$ cat config.mk
export PLATFORM = sky130hd
export DESIGN_NAME = sync_fifo
export DESIGN_NICKNAME = d
export VERILOG_FILES = /design/src/rtl/sync_fifo.sv
export SDC_FILE = /design/constraint.sdc
export NUM_CORES = 1
export LEC_CHECK = 0
export CAP_MARGIN = 20
export CORE_ASPECT_RATIO = 0.5
export CORE_UTILIZATION = 29
export DETAILED_ROUTE_END_ITERATION = 7
export GPL_ROUTABILITY_DRIVEN = 0
export SLEW_MARGIN = 20
export SYNTH_ARGS = -nofsm -noshare
export SYNTH_HDL_FRONTEND = slang
export SYNTH_SLANG_ARGS = --single-unit
$ cat constraint.sdc
create_clock -name clk -period 5.3 [get_ports clk]
set_input_delay 1.06 -clock clk [delete_from_list [all_inputs] [get_ports clk]]
set_output_delay 1.06 -clock clk [all_outputs]
set_load 0.005 [all_outputs]
$ cat src/rtl/sync_fifo.sv
// sync_fifo: single-clock FIFO with registered read data, registered
// write-ack / overflow / underflow status and combinational occupancy flags.
// FIFO_DEPTH may be any value >= 2; pointers wrap explicitly at FIFO_DEPTH-1.
// Optional macro FIFO_SVA_EN compiles in concurrent assertions and covers.
module sync_fifo #(
   parameter int FIFO_WIDTH = 16,
   parameter int FIFO_DEPTH = 8
) (
   input  logic                  clk,
   input  logic                  rst_n,
   input  logic [FIFO_WIDTH-1:0] data_in,
   input  logic                  wr_en,
   input  logic                  rd_en,
   output logic [FIFO_WIDTH-1:0] data_out,
   output logic                  wr_ack,
   output logic                  overflow,
   output logic                  underflow,
   output logic                  full,
   output logic                  empty,
   output logic                  almostfull,
   output logic                  almostempty
);

   localparam int PTR_W = (FIFO_DEPTH > 1) ? $clog2(FIFO_DEPTH) : 1;
   localparam int CNT_W = PTR_W + 1;

   localparam logic [PTR_W-1:0] PTR_LAST  = PTR_W'(FIFO_DEPTH - 1);
   localparam logic [CNT_W-1:0] CNT_FULL  = CNT_W'(FIFO_DEPTH);
   localparam logic [CNT_W-1:0] CNT_AFULL = CNT_W'(FIFO_DEPTH - 1);
   localparam logic [CNT_W-1:0] CNT_ONE   = CNT_W'(1);

   logic [FIFO_WIDTH-1:0] mem [FIFO_DEPTH];
   logic [PTR_W-1:0]      wr_ptr;
   logic [PTR_W-1:0]      rd_ptr;
   logic [CNT_W-1:0]      count;

   logic                  wr_accept;
   logic                  rd_accept;
   logic [PTR_W-1:0]      wr_ptr_next;
   logic [PTR_W-1:0]      rd_ptr_next;

   // Occupancy flags decoded directly from the current count.
   always_comb begin
      full        = (count == CNT_FULL);
      empty       = (count == '0);
      almostfull  = (count == CNT_AFULL);
      almostempty = (count == CNT_ONE);
   end

   // Accept decisions and wrapped pointer increments.
   // When full, only the read can be accepted; when empty, only the write.
   always_comb begin
      wr_accept   = wr_en && !full;
      rd_accept   = rd_en && !empty;
      wr_ptr_next = (wr_ptr == PTR_LAST) ? '0 : wr_ptr + PTR_W'(1);
      rd_ptr_next = (rd_ptr == PTR_LAST) ? '0 : rd_ptr + PTR_W'(1);
   end

   // Storage array; contents are intentionally left unreset.
   always_ff @(posedge clk) begin
      if (wr_accept) begin
         mem[wr_ptr] <= data_in;
      end
   end

   // Write side: pointer advance and registered write handshake status.
   always_ff @(posedge clk or negedge rst_n) begin
      if (!rst_n) begin
         wr_ptr   <= '0;
         wr_ack   <= 1'b0;
         overflow <= 1'b0;
      end else begin
         if (wr_accept) begin
            wr_ptr   <= wr_ptr_next;
            wr_ack   <= 1'b1;
            overflow <= 1'b0;
         end else if (wr_en) begin
            wr_ack   <= 1'b0;
            overflow <= 1'b1;
         end else begin
            wr_ack   <= 1'b0;
            overflow <= 1'b0;
         end
      end
   end

   // Read side: registered data output, pointer advance and underflow status.
   always_ff @(posedge clk or negedge rst_n) begin
      if (!rst_n) begin
         rd_ptr    <= '0;
         data_out  <= '0;
         underflow <= 1'b0;
      end else begin
         if (rd_accept) begin
            data_out  <= mem[rd_ptr];
            rd_ptr    <= rd_ptr_next;
            underflow <= 1'b0;
         end else if (rd_en) begin
            underflow <= 1'b1;
         end else begin
            underflow <= 1'b0;
         end
      end
   end

   // Occupancy counter; a simultaneous accepted read and write cancel out.
   always_ff @(posedge clk or negedge rst_n) begin
      if (!rst_n) begin
         count <= '0;
      end else begin
         case ({wr_accept, rd_accept})
            2'b10:   count <= count + CNT_W'(1);
            2'b01:   count <= count - CNT_W'(1);
            default: count <= count;
         endcase
      end
   end

`ifdef FIFO_SVA_EN
   a_full_not_empty : assert property (@(posedge clk) disable iff (!rst_n)
      full |-> !empty);

   a_count_bound : assert property (@(posedge clk) disable iff (!rst_n)
      count <= CNT_FULL);

   a_wr_reject_stable : assert property (@(posedge clk) disable iff (!rst_n)
      (wr_en && full) |=> $stable(wr_ptr));

   a_rd_reject_stable : assert property (@(posedge clk) disable iff (!rst_n)
      (rd_en && empty) |=> $stable(rd_ptr));

   a_ack_ovf_excl : assert property (@(posedge clk) disable iff (!rst_n)
      !(wr_ack && overflow));

   a_ptr_eq_full_empty : assert property (@(posedge clk) disable iff (!rst_n)
      (wr_ptr == rd_ptr) |-> (full || empty));

   a_full_afull_excl : assert property (@(posedge clk) disable iff (!rst_n)
      !(full && almostfull));

   a_empty_aempty_excl : assert property (@(posedge clk) disable iff (!rst_n)
      !(empty && almostempty));

   c_full        : cover property (@(posedge clk) disable iff (!rst_n) full);
   c_empty       : cover property (@(posedge clk) disable iff (!rst_n) empty);
   c_almostfull  : cover property (@(posedge clk) disable iff (!rst_n) almostfull);
   c_almostempty : cover property (@(posedge clk) disable iff (!rst_n) almostempty);
   c_overflow    : cover property (@(posedge clk) disable iff (!rst_n) overflow);
   c_underflow   : cover property (@(posedge clk) disable iff (!rst_n) underflow);
`endif

endmodule

Yosys cells after proc, flatten, opt, wreduce, memory -nomap -nowiden
Memory sizes are Yosys's and may differ from the RTL's. A register that Yosys moved wholly into a read port is not among the register bits.
Index checks and enable logic that the tools add are counted.
{"block": "classes", "n_addsub": 4, "n_mul": 0, "n_div": 0, "order_cmp": 0, "eq_ne": 7, "shift": 0, "n_mux": 9, "bitwise": 0, "reduce_logical": 7}
{"op": "$pmux W4 S2", "n": 1}
{"op": "$add A3 B1 Y3 const B", "n": 2}
{"op": "$eq A3 B3 Y1 const B", "n": 2}
{"op": "$mux W1", "n": 6}
{"op": "$mux W3", "n": 2}
{"op": "$add A4 B1 Y4 const B", "n": 1}
{"op": "$eq A4 B1 Y1 const B", "n": 1}
{"op": "$eq A4 B3 Y1 const B", "n": 1}
{"op": "$eq A4 B4 Y1 const B", "n": 1}
{"op": "$logic_not A4 Y1", "n": 1}
{"op": "$sub A4 B1 Y4 const B", "n": 1}
{"op": "$logic_not A1 Y1", "n": 3}
{"op": "$eq A2 B1 Y1 const B", "n": 1}
{"op": "$eq A2 B2 Y1 const B", "n": 1}
{"op": "$logic_and A1 B1 Y1", "n": 2}
{"op": "$reduce_bool A2 Y1", "n": 1}
{"block": "word_totals", "reg_bits": 13, "latch_bits": 0, "ram_bits": 128, "romBits": 0, "out_inout_bits": 23, "memories": 1}
{"name": "mem", "words": 8, "word_bits": 16, "rd": 1, "rd_ports_with_merged_regs": 1, "write_ports": 1, "line": "32", "text": "logic [FIFO_WIDTH-1:0] mem [FIFO_DEPTH];"}

Longest topological paths before layout
Gate-level depths: netlist (run 1).
{"block": "depth", "ltp_word": 5, "mapped_depth": 10, "ltp_nobuf": 9}

Worst setup path before layout (run 1)
Ideal clock, no wire load.
{"block": "synth_path", "path_type": "input port to flip-flop", "startpoint": "in wr_en", "endpoint": "mem mem[0][0], enable pin", "setup_time_ns": 0.430, "arrival_time_ns": 2.819, "t_required_ns": 4.870, "path_slack_ns": 2.051, "cell_stages": 2, "path_buffers": 0, "path_cell_list": "nand2_1 nor4_1"}
{"block": "synth_via", "elab_chain_cells": 3}
{"element": "start, declared", "line": "12", "text": "input logic wr_en,"}
{"element": "$logic_and A1 B1 Y1", "line": "53", "text": "wr_accept = wr_en && !full;"}
{"element": "$mux W1", "line": "61", "text": "if (wr_accept) begin"}
{"element": "$mux W1 (not written as such)", "line": "62", "text": "mem[wr_ptr] <= data_in;"}
{"element": "end, declared", "line": "32"}
Every way passes these cells.

Worst setup path in the final report (run 1)
{"block": "layout_path", "startpoint": "reg count[0]", "endpoint": "out empty"}
{"block": "layout_via", "elab_chain_cells": 1}
{"element": "start, declared", "line": "35", "text": "logic [CNT_W-1:0] count;"}
{"element": "start signal, assigned", "line": "112", "text": "2'b10: count <= count + CNT_W'(1);"}
{"element": "start signal, assigned", "line": "113", "text": "2'b01: count <= count - CNT_W'(1);"}
{"element": "start signal, assigned", "line": "114", "text": "default: count <= count;"}
{"element": "$logic_not A4 Y1", "line": "45", "text": "empty = (count == '0);"}
{"element": "end, declared", "line": "19", "text": "output logic empty,"}
Every way passes these cells.

==> metrics.cfg, run 1 <==
[setup_path]
crit_type = register to output port
r2r-end = mem[6][4]
r2r_cells = 6
crit_slowest_cell = clkdlybuf4s50_1
r2r_setup_slack_ps = 2790
cp_slowest_stage_delay_ps = 560
critPathMaxFanout = 19
end_kind = output port
critPathBufInv = 3
worstReg2RegStart = count[0]
critPathLaunchType = register
arrival_ps = 2180
critical_path.cell_chain = inv_1 > ha_1 > nor3b_4 > buf_4 > clkdlybuf4s50_1
cp_top_family = buffers and inverters
critPathRequiredTime_ps = 4240

[die]
fp-row-count = 37
die_y_um = 106
die_area_um2 = 22400
die_x_um = 211
start_util = 0.301
ios = 43
core-area_um2 = 20900

[pwr]
worst_ir_drop_vdd_uv = 220
leakage_nw = 2.75
intPower_w = 0.00308
swShare = 0.295
switching_power_w = 0.00129
p_per_area_nw_per_um2 = 562
comb_power_share = 0.289
power_frac_seq = 0.405
pwr-share-clk = 0.306

[logic_synthesis]
yosys-top-cells-count = edfxtp_1, mux2_2, mux2i_1
syn_avg_cell_area_um2 = 17.4
synth.distinct_cells = 32
synth_area_um2 = 6310
synth_area_leaders = edfxtp_1, dfrtp_1, mux2_2, mux2i_1, o31ai_2
yosysTopAreaCellShare = 0.610
synth_most_common_cell = edfxtp_1
synth_top_area_cell = edfxtp_1
seq_area_frac_synth = 0.725
ys_ff_latch = 157
synth_edf_count = 128
ys.flop_type = edfxtp_1
syn_nets = 390
postSynthCellCount = 362
ys_warn_count = 0
synthArstFlopShare = 0.185

[sta]
slew_viol_final = 0
period_share = 0.610
setup_ws_ps = 2060
fin_worst_skew_ps = 9.68
finalCriticalPeriod_ps = 3240
fmax_mhz = 309
worst_pin_slew_ps = 981
setup_viol = 0
fin_tns_setup_ps = 0
rsz0062_at_grt = no
slew_headroom = 0.343
hold_viol = 0

[worst_hold_path]
hold_path_depth = 2
min_to = data_out[11]
hold_path.class = register to register
holdCritStartpoint = data_out[11]

[clocking]
clkLatencyLatePin_ps = 420
cts.sinks = 157
hold_buffers = 0
root_buffer = clkbuf_16
cts_setup_buffers = 0
cts_buffer_depth = 2
cts_tree = built
post_cts_resized = 0
htree_levels = 4
clkSlewWorstSetupHoldPaths_ps = 60
numCtsBuffers = 17

[global_route]
antenna_found_initial = 0
grt_pass1_vias = 3417
grt_max_degree = 43
track_usage = 0.126
gr-total-overflow = 0
grt_pass1_wl_mm = 20.4

[final_layout]
drive_above_1_share = 0.229
num_antenna_cells = 0
regArea_um2 = 4570
nets = 447
multi_input_area_um2 = 1620
nFillCells = 1929
syn2layout_area_growth_pct = 23.6

[routing]
route.detailed.drc = 0
drt_pre_antenna_iters = 6
drt_wl_total_mm = 13.3
final_antenna_net_count = 0
num_vias = 3343
vias_per_cell = 4.62
post_drt_wl_per_cell_um = 18.4
drt_iter0_markers = 256

[placement]
hpwlAfterDp_mm = 7.61
dp_slack_ps = 2100
port_buffers = 42

[outcome]
status = completed

[run]
maxCapViolations = 0

==> cell usage in the layout (no fill, tap or decap), types with 2 or more instances in the layout <==
cell             synthesis  final
xnor2_1                  2      2
edfxtp_1               128    128
clkbuf_16                0     21
bufinv_16                0      3
nor2_1                   8      8
nand2b_1                 4      4
nor3_2                   0      4
and2_1                   2      2
inv_1                    6      6
mux2i_1                 33     33
o22ai_1                 16     16
xor2_1                   2      2
mux2_1                   3      3
mux2_2                  35     35
dfrtp_1                 29     28
ha_1                     8      8
o31ai_2                 12     12
nand2_1                  5      5
clkbuf_1                 6      3
buf_4                    4     13
o31ai_1                  4      4
clkdlybuf4s50_1          0     42
a22o_1                  16     16
o21ai_0                 17     17
==> per-layer routing <==
layer | vias to the layer above | global-route usage | share of wire
li1 | 1536 | - | -
met1 | 1721 | 0.171 | 0.48
met2 | 69 | 0.197 | 0.46
met3 | 17 | 0.0331 | 0.047
met4 | 0 | 0.0414 | 0.013
met5 | - | 0 | 0
==> tightest hold or removal path: cells and delay by family (launching register included) <==
family | cells | cell delay (ps)
flip-flops | 1 | 340
AO/OA/AOI/OAI | 2 | 140
==> through the flow <==
stage	total power [W]	hold WS, ps	utilization	std cells	instance area [um2]
after floorplan	0.00259	503	-	362	6310
after global placement	0.00303	508	0.339	691	7100
after detailed placement	0.00305	507	0.339	691	7100
after CTS	0.00439	520	0.371	723	7760
after global routing	0.00458	562	0.372	724	7790
final	0.00438	515	0.372	724	7790
==> layout make-up <==
type / instances / area share
clock buffers: 25 / 0.0707
clock inverters: 7 / 0.0151
inverters: 6 / 0.00289
multi-input cells: 181 / 0.208
flip-flops and latches: 157 / 0.587
well taps: 292 / 0.0469
repair buffers: 56 / 0.0700
==> state kept, by name, summed over array words and instances, names as in the netlist <==
signal,count
rd_ptr,3
underflow,1
data_out,16
mem,128
overflow,1
wr_ack,1
wr_ptr,3
count,4
==> power by group through the flow <==
stage	Sequential [W]	Clock, W	Combinational [W]
2_1_floorplan	0.00172	0	0.000868
3_3_place_gp	0.00182	0	0.00121
3_5_place_dp	0.00183	0	0.00121
4_1_cts	0.00181	0.00136	0.00122
5_1_grt	0.00181	0.00140	0.00137
6_report	0.00177	0.00134	0.00126
==> worst max-delay path by stage <==
stage	startpoint	end	slack, ps	depth (start not counted)
3_5_place_dp	wr_en	mem[6][5]	2100	4
5_1_grt	count[0]	empty	1970	5
4_1_cts	count[0]	empty	2050	5
2_1_floorplan	wr_en	mem[0][0]	2050	2
3_3_place_gp	wr_en	mem[6][5]	2140	4
6_report	count[0]	empty	2060	5
==> cell families after synthesis <==
logic type                 after synthesis  synth area share
adders and majority gates                8            0.0159
DFF                                    157             0.725
buffers and inverters                   24            0.0232
muxes                                   71             0.120
and+or+nand+nor                         32            0.0290
xor gates and xnor gates                 4           0.00556
AOI/OAI and AO/OA                       66            0.0815
(Power assumes the default switching activity.)
==> run 2: changes to the inputs <==
==> constraint.sdc (replaced) <==
create_clock -name clk -period 2.9 [get_ports clk]
set_input_delay 0.58 -clock clk [delete_from_list [all_inputs] [get_ports clk]]
set_output_delay 0.58 -clock clk [all_outputs]
set_load 0.005 [all_outputs]
==> metrics.cfg, run 2 (synthesis gave the netlist of run 1 again) <==
[outcome]
status = completed

[setup_path]
end_kind = output port
crit_type = register to output port
critPathRequiredTime_ps = 2320
r2r-end = count[3]
critPathLaunchType = register
worstReg2RegStart = count[0]
arrival_ps = 2000
r2r_cells = 10
critPathMaxFanout = 6
r2r_setup_slack_ps = 540

[sta]
slew_headroom = 0.414
period_share = 0.891
finalCriticalPeriod_ps = 2580
worst_pin_slew_ps = 879
hold_viol = 0
rsz0062_at_grt = no
slew_viol_final = 0
setup_ws_ps = 315
fin_worst_skew_ps = 5.39
setup_viol = 0
fin_tns_setup_ps = 0
fmax_mhz = 387

[routing]
drt_iter0_markers = 154
post_drt_wl_per_cell_um = 17.4
route.detailed.drc = 0
final_antenna_net_count = 0
num_vias = 3307
vias_per_cell = 4.53
drt_pre_antenna_iters = 4
drt_wl_total_mm = 12.7

[run]
maxCapViolations = 0

[pwr]
leakage_nw = 2.71
p_per_area_nw_per_um2 = 984
worst_ir_drop_vdd_uv = 502

[final_layout]
layout_commonest_cell = edfxtp_1
drive_above_1_share = 0.228
final_cell_mix = edfxtp_1, clkdlybuf4s50_1, mux2_2
multi_input_area_um2 = 1630
num_antenna_cells = 0
nFillCells = 1945
regMostFlops = mem
syn2layout_area_growth_pct = 22.2
largest_reg_flops = 128
nets = 453
reg.largest.list = mem: 128 flops, data_out: 16 flops, count: 4 flops
regArea_um2 = 4570

[global_route]
track_usage = 0.121
gr-total-overflow = 0
globalRouteMet3Util = 0.0346
grt_max_degree = 30
busiest_layer = met2
use_met2 = 0.193
grt_pass1_wl_mm = 19.6
antenna_found_initial = 0
grt_pass1_vias = 3375
met1_usage = 0.152

[placement]
port_buffers = 42
hpwlAfterDp_mm = 7.77
dp_slack_ps = 548

[clocking]
hold_buffers = 0
cts_buffer_depth = 2
cts.sinks = 157
numCtsBuffers = 17
clkSlewWorstSetupHoldPaths_ps = 60
clkLatencyLatePin_ps = 420
cts_setup_buffers = 0
post_cts_resized = 0
root_buffer = clkbuf_16
cts_tree = built
htree_levels = 4

[die]
die_area_um2 = 22400
die_x_um = 211
core-area_um2 = 20900
ios = 43
die_y_um = 106
fp-row-count = 37
start_util = 0.301

[worst_hold_path]
hold_path_depth = 2
holdCritStartpoint = data_out[12]
hold_path.class = register to register
min_to = data_out[12]

==> run 2: cell count changes in the layout (fill, tap and decap cells not counted), sizes merged <==
cell,delta
bufinv,-2
inv,-1
buf,+6
clkinvlp,+1
clkinv,+3
clkbuf,-1
==> run 2: cell type report <==
class / instances / share of cell area
clock buffer: 24 / 0.0612
tap: 292 / 0.0474
inverter: 6 / 0.00292
multi-input combinational: 181 / 0.211
sequential: 157 / 0.593
clock inverter: 8 / 0.00877
timing repair buffer: 62 / 0.0757
==> run 2: routing by layer <==
layer / part of all wire / vias up
met4: 0.020 / 0
li1: - / 1541
met5: 0 / -
met1: 0.46 / 1693
met2: 0.48 / 55
met3: 0.039 / 18
==> run 2: worst max-delay path by stage <==
stage | startpoint | to | slack (ps) | cells after the start
after floorplan | count[0] | mem[2][0] | 290 | 5
after global placement | rd_en | count[3] | 580 | 7
after detailed placement | count[0] | count[3] | 550 | 10
after CTS | count[0] | empty | 290 | 4
after global routing | count[1] | empty | 220 | 4
final | count[0] | empty | 320 | 4
==> run 2: worst max-delay path: stages (launching register included) <==
cell	delay, ps
dfrtp_1	440
inv_1	80
ha_1	200
nor3b_4	240
clkdlybuf4s50_1	630
==> run 2: stage by stage <==
| stage | util | instances | area, um2 | hold slack [ps] | total power [W] |
|---|---|---|---|---|---|
| final | 0.368 | 730 | 7710 | 526 | 0.00758 |
| after detailed placement | 0.343 | 698 | 7170 | 511 | 0.00564 |
| after floorplan | - | 362 | 6310 | 284 | 0.00474 |
| after global routing | 0.368 | 730 | 7710 | 550 | 0.00796 |
| after global placement | 0.343 | 698 | 7170 | 512 | 0.00558 |
| after CTS | 0.368 | 730 | 7710 | 528 | 0.00767 |
==> run 2: report_power, final <==
group	internal, W	switching [W]
combinational	0.00116	0.00116
clock	0.00121	0.000815
sequential	0.00292	0.000314
total	0.00530	0.00229
